[config.mk]
export PLATFORM = sky130hd
export DESIGN_NAME = four_bit_ud_counter
export DESIGN_NICKNAME = d
export VERILOG_FILES = /design/src/rtl/four_bit_ud_counter.sv
export SDC_FILE = /design/constraint.sdc
export NUM_CORES = 1
export LEC_CHECK = 0
export ABC_AREA = 1
export BUFFER_PORTS_ARGS = -buffer_cell sky130_fd_sc_hd__clkbuf_2
export CAP_MARGIN = 20
export CORE_AREA = 2 2 39 41
export DETAILED_ROUTE_END_ITERATION = 10
export DIE_AREA = 0 0 41 43
export GPL_TIMING_DRIVEN = 0
export HOLD_SLACK_MARGIN = 0.15
export SLEW_MARGIN = 30
export SYNTH_ARGS = -nofsm -noshare
export SYNTH_HDL_FRONTEND = slang
export SYNTH_SLANG_ARGS = --single-unit
export TNS_END_PERCENT = 10
[constraint.sdc]
create_clock -name clk -period 3.45 [get_ports clk]
set_clock_uncertainty 0.15 [all_clocks]
set_input_delay 0.5175 -clock clk [delete_from_list [all_inputs] [get_ports clk]]
set_output_delay 0.5175 -clock clk [all_outputs]
set_load 0.005 [all_outputs]
[src/rtl/four_bit_ud_counter.sv]
// 4-bit up/down counter with an integrated hexadecimal 7-segment decoder.
// Counter clears asynchronously on an active-low reset.
module four_bit_ud_counter #(
   parameter bit SEG_ACTIVE_LOW = 1'b0
) (
   input  logic       clk,
   input  logic       reset,
   input  logic       x,
   output logic [3:0] out,
   output logic [6:0] seg
);

   logic [3:0] cnt;
   logic [6:0] glyph;

   always_ff @(posedge clk or negedge reset) begin
      if (!reset) begin
         cnt <= '0;
      end else if (x) begin
         cnt <= cnt + 4'd1;
      end else begin
         cnt <= cnt - 4'd1;
      end
   end

   assign out = cnt;

   // Segment order abcdefg, a on the MSB; 1 = lit before polarity is applied.
   always_comb begin
      glyph = 7'b1111110;
      case (cnt)
         4'h0: glyph = 7'b1111110;
         4'h1: glyph = 7'b0110000;
         4'h2: glyph = 7'b1101101;
         4'h3: glyph = 7'b1111001;
         4'h4: glyph = 7'b0110011;
         4'h5: glyph = 7'b1011011;
         4'h6: glyph = 7'b1011111;
         4'h7: glyph = 7'b1110000;
         4'h8: glyph = 7'b1111111;
         4'h9: glyph = 7'b1111011;
         4'hA: glyph = 7'b1110111;
         4'hB: glyph = 7'b0011111;
         4'hC: glyph = 7'b1001110;
         4'hD: glyph = 7'b0111101;
         4'hE: glyph = 7'b1001111;
         4'hF: glyph = 7'b1000111;
         default: glyph = 7'b1111110;
      endcase
   end

   assign seg = SEG_ACTIVE_LOW ? ~glyph : glyph;

endmodule

==> metrics, run 1 <==
number of clock sinks 4; Chip Width 41 um; routability cong. 0.681; cts bufs inserted 3; Avg WL per Cell 8.82 um; register area share after synthesis 22.0%; routed wire length 856 um; DRC violations left 0; xor and xnor area share after synthesis 1.92%; RSZ-0062 raised after global routing no; Seq pwr share 20.5%; antenna viol nets, final 0; Peak VDD IR 0.301 mV; hold slack final 478 ps; fmax 0.445 GHz; Mapped Avg Cell Area 7.12 um^2; Post-synth EDFFs 0; r2r setup slk 2090 ps; power per cell area 846 mW/mm^2; GRT Total Usage 11.2%; cell family with most CP delay flip-flops; layout cells sized above 1 27.2%; share of the synthesized area in the top cell type 24.7%; DP Wirelength 686 um; combinational share of power 67.9%; Clock Root Buffer clkbuf_4; nets 96; CTS tree yes; Post-Synthesis Cell Area 455 um^2; CP max stage delay 490 ps; crit-path max FO 7; Clock Latency Late Sink 230 ps; WS Path Type register to primary output; DR vias 424; clock share of power 11.6%; Antenna diodes 0; setup TNS after final layout 0 ps; cell with the most instances after synthesis nand2_1; PortBufs 13; Vert. Die Dim 43 um; GRT overflow 0; leading area contributor after synthesis ha_1; Max Root-Sink Buffers 2; P_sw 0.233 mW; max-cap viol count 0; initial antenna violation count 0; crit path cell chain inv_1 > ha_1 > nand2_1 > nand2_1 > nor2_1 > a21oi_2 > clkbuf_2; Int Pwr 0.252 mW; ys flop type dfrtp_1; Largest register FFs 4; CP most frequent cell nand2_1; Distinct cells, synth 16; Syn Nets 77; relative slew slack 81.1%; Hold Path Class primary input to asynchronous set/reset pin; Boundary Pins 14; post-CTS sizing 0; largest net degree at the start of global routing 11; endpoints failing setup 0; ys async rst share 100%; mux cell area share after synthesis 0%; max-slew violations 0; switching part of the total 48.1%; vias in the first global route 338; CP required 2780 ps; Critical-path top delay cell dfrtp_1; post-synthesis adder-cell area fraction 29.1%; Core ar. 0.00138 mm^2; status complete, no violations; # rows 14; post-synthesis register bit count 4; Post-CTS Repair Setup Buffers 0; Final Hold Fails 0; Area contributors post-synth ha_1 25%, dfrtp_1 22%, nand2_1 15%; Initial Util 32.9%; Compound-Gate Fraction of Synth Area 10.7%; Worst Tran Pin Value 283 ps; CP Capture Type primary output; Die ar. 0.00176 mm^2; Critical Path Start Type register; fin crit period 2250 ps; period utilisation layout 65.2%; Bufs and invs on worst path 2; YS warnings 0; largest family of logic cells by synthesized area adder cells; TritonRoute pass-1 iters 4; top cells by count, synth 18 x nand2_1, 9 x ha_1, 7 x inv_1; CP Data Arrival Time 1580 ps; average vias per placed instance 4.37; H-tree depth 1; static leakage 0.333 nW; simple logic cell fraction of the synthesized area 27.2%; cell count after synthesis 64; clock slew at reported path FFs 40 ps; first-pass GRT wire length 1390 um; Iteration-0 DRC Markers 6; area delta synth->final 25.8%
## repair_timing
item / CTS / global route
setup endpoints to repair: 0 / 0
hold buffers: 1 / 0
hold endpoints to repair: 4 / 0
## metrics by stage
stage | worst slack, ps | instance area (um^2) | power, mW | cells | util [%]
after floorplan | 1660 | 455 | 0.317 | 64 | -
after global routing | 1080 | 573 | 0.555 | 97 | 41.4
after global placement | 1460 | 541 | 0.433 | 93 | 39.1
final | 1200 | 573 | 0.485 | 97 | 41.4
after detailed placement | 1420 | 541 | 0.435 | 93 | 39.1
after CTS | 1160 | 573 | 0.496 | 97 | 41.4
## final timing paths
kind / from / endpoint / depth (start not counted)
setup / recovery: out[0] / seg[3] / 7
hold / removal: reset / out[0] / 2
setup reg to reg: out[2] / out[3] / 5
hold reg to reg: out[1] / out[1] / 1
max in group asynchronous: reset / out[3] / 2
min in group clk: x / out[3] / 5
## logic make-up after synthesis
group,Yosys count
and+or+nand+nor,30
buffers and inverters,10
adders and majority gates,10
xor gates and xnor gates,1
DFF,4
AOI/OAI and AO/OA,9
## power groups by stage
stage / Combinational [mW] / Sequential (mW) / Clock, mW
after floorplan: 0.223 / 0.0934 / 0
after global placement: 0.333 / 0.101 / 0
after detailed placement: 0.334 / 0.101 / 0
after CTS: 0.336 / 0.0999 / 0.0606
after global routing: 0.387 / 0.104 / 0.0640
final: 0.329 / 0.0993 / 0.0564
## layout make-up
type	count	area, um^2
well taps	16	20.0
fillers	163	811
flip-flops and latches	4	100
clock buffers	3	22.5
repair buffers	14	75.1
multi-input cells	50	314
plain buffers	1	7.51
inverters	9	33.8
## worst register-to-register path: stages (launching register included)
cell	delay [ps]
dfrtp_1	410
ha_1	330
a21oi_1	190
nand2_1	70
nand2_1	60
nand2_1	50
## metal layers
| layer | up-vias | routed length (um) | part of all wire [%] | track usage [%] |
|---|---|---|---|---|
| met5 | - | 0 | 0 | 0 |
| met4 | 0 | 0 | 0 | 2.00 |
| met3 | 0 | 61 | 7.1 | 4.71 |
| met2 | 12 | 370 | 43 | 16.3 |
| met1 | 181 | 424 | 50 | 15.4 |
| li1 | 231 | - | - | - |
## cell usage in the layout (no fill, tap or decap), types with 3 or more instances in the layout
| master | netlist | final |
|---|---|---|
| nand2_1 | 18 | 18 |
| ha_1 | 9 | 9 |
| o21ai_1 | 3 | 3 |
| clkbuf_4 | 0 | 3 |
| o21ai_0 | 4 | 4 |
| nor2_1 | 6 | 6 |
| dfrtp_1 | 4 | 4 |
| inv_1 | 7 | 7 |
| clkbuf_2 | 0 | 13 |
| nand2_2 | 3 | 3 |
| nand3_1 | 3 | 3 |
No activity file was read; power rests on OpenSTA's default activity.
==> inputs of run 2 (changes only) <==
--- a/config.mk
+++ b/config.mk
@@ -5,7 +5,7 @@
 export SDC_FILE = /design/constraint.sdc
 export NUM_CORES = 1
 export LEC_CHECK = 0
-export ABC_AREA = 1
+export ABC_AREA = 0
 export BUFFER_PORTS_ARGS = -buffer_cell sky130_fd_sc_hd__clkbuf_2
 export CAP_MARGIN = 20
 export CORE_AREA = 2 2 39 41
==> constraint.sdc (replaced) <==
create_clock -name clk -period 2 [get_ports clk]
set_clock_uncertainty 0.15 [all_clocks]
set_input_delay 0.3 -clock clk [delete_from_list [all_inputs] [get_ports clk]]
set_output_delay 0.3 -clock clk [all_outputs]
set_load 0.005 [all_outputs]
==> run 2 against run 1 <==
The run now ends with setup timing left; combinational power grew to 2.6 times the previous value; non-clock buffer count grew 10; area after synthesis grew 0.55%; power grew 130%; highest routed layer is now met4.
==> metrics, run 2 <==
status finished, violations left; CP Data Arrival Time 1560 ps; most common cell after layout, fill and taps aside clkbuf_2; DP Wirelength 648 um; routability cong. 0.616; CP required 1550 ps; ys flop type dfrtp_1; Setup WS pre-CTS -22.5 ps; TritonRoute pass-1 iters 3; register area share after synthesis 21.9%; DRC violations left 0; Die ar. 0.00176 mm^2; antenna viol nets, final 0; most frequent cells in the layout 10 x clkbuf_2, 7 x buf_4; register area 103 um^2; Post-synth EDFFs 0; number of clock sinks 4; PortBufs 13; max-slew violations 0; top cells by count, synth 9 x ha_1, 6 x inv_1, 4 x a21oi_1, 4 x dfrtp_1; static leakage 0.343 nW; filler cell count 127; Area contributors post-synth ha_1 25%, dfrtp_1 22%, xnor2_1 5.7%; WS Path Type register to primary output; Final Hold Fails 0; cell with the most instances after synthesis ha_1; violated checks setup timing; Peak VDD IR 0.616 mV; fin crit period 2010 ps; Core ar. 0.00138 mm^2; DR vias 407; Bufs and invs on worst path 3; average vias per placed instance 4.57; share of the synthesized area in the top cell type 24.6%; Hold Path Class primary input to asynchronous set/reset pin; ys async rst share 100%; CP max stage delay 470 ps; Boundary Pins 14; first-pass GRT wire length 1590 um; Worst Tran Pin Value 201 ps; Syn Nets 61; Critical Path Start Type register; Clock Root Buffer clkbuf_4; Max Root-Sink Buffers 2; cts bufs inserted 3; endpoints failing setup 1; Mapped Avg Cell Area 9.54 um^2; CTS tree yes; routed wire length 1010 um; layout cells sized above 1 54.8%; GRT overflow 0; design area 724 um^2; Clock Latency Late Sink 230 ps; largest net degree at the start of global routing 11; CP Capture Type primary output; Largest register FFs 4; Distinct cells, synth 21; crit-path max FO 4; YS warnings 0; H-tree depth 1; clock slew at reported path FFs 40 ps; GRT Total Usage 13.9%; vias in the first global route 381; Vert. Die Dim 43 um; hold slack final 244 ps; Chip Width 41 um; max-cap viol count 0; Power, Total 1.10 mW; setup TNS after final layout -10.2 ps; post-route setup slack -10.2 ps; relative slew slack 86.6%; Critical-path top delay cell mux4_2; period utilisation layout 101%; fmax 0.497 GHz; nets 88; post-synthesis register bit count 4; Avg WL per Cell 11.4 um; Iteration-0 DRC Markers 6; initial antenna violation count 0; # rows 14; RSZ-0062 raised after global routing yes; placed cell area 543 um^2; Post-Synthesis Cell Area 458 um^2; area delta synth->final 58.2%; crit path cell chain buf_6 > ha_4 > mux4_2 > inv_2 > buf_6; CP most frequent cell buf_6; leading area contributor after synthesis ha_1; area of the multi-input gates 364 um^2; power per cell area 1510 mW/mm^2; cell count after synthesis 48; cell family with most CP delay multiplexers; Initial Util 33.1%; Antenna diodes 0
[run 2: timing repair]
action	4_1_cts	5_1_grt
setup buffers	8	0
hold buffers	1	0
hold endpoints to repair	4	0
gates resized for setup	16	6
endpoints found under the setup margin	3	4
pin swaps	2	1
[run 2: layout make-up]
type	instances	area share, %
Buffer	3	3.63
Clock buffer	3	3.11
Inverter	6	3.80
Multi-Input combinational cell	35	50.3
Sequential cell	4	14.2
Tap cell	16	2.76
Timing Repair Buffer	22	22.3
[run 2: logic make-up (layout without fill, tap and decap cells)]
kind of cell,count (synthesis),in the layout,share of synthesized area [%]
fa+ha+maj,10,10,29.0
compound gates,10,10,13.9
simple gates,9,9,9.84
buf+inv,9,34,10.7
xor+xnor,4,4,7.65
flops,4,4,21.9
mux,2,2,7.10
[run 2: path summary, 6_finish.rpt]
path / startpoint / end / slack, ps / cells after the start
worst max-delay path: out[0] / seg[3] / -10 / 5
worst min-delay path: reset / out[3] / 240 / 2
worst max register to register: out[1] / out[3] / 170 / 7
worst min register to register: out[0] / out[0] / 480 / 2
max in group asynchronous: reset / out[0] / 1330 / 2
min in group clk: x / out[3] / 250 / 3
[run 2: power breakdown]
part	internal (mW)	switching [mW]
Clock	0.0671	0.0330
Sequential	0.117	0.0362
Combinational	0.476	0.368
[run 2: per-stage QoR]
step / cells / utilization, %
after floorplan: 48 / -
after global placement: 77 / 39.2
after detailed placement: 77 / 39.2
after CTS: 89 / 51.5
after global routing: 89 / 52.4
final: 89 / 52.4
[run 2: per-layer routing]
metal	part of all wire (%)	vias to the layer above	global-route usage (%)
met3	4.8	2	3.14
li1	-	211	-
met1	40	180	14.3
met5	0	-	0
met4	1.4	0	8.00
met2	53	14	23.8
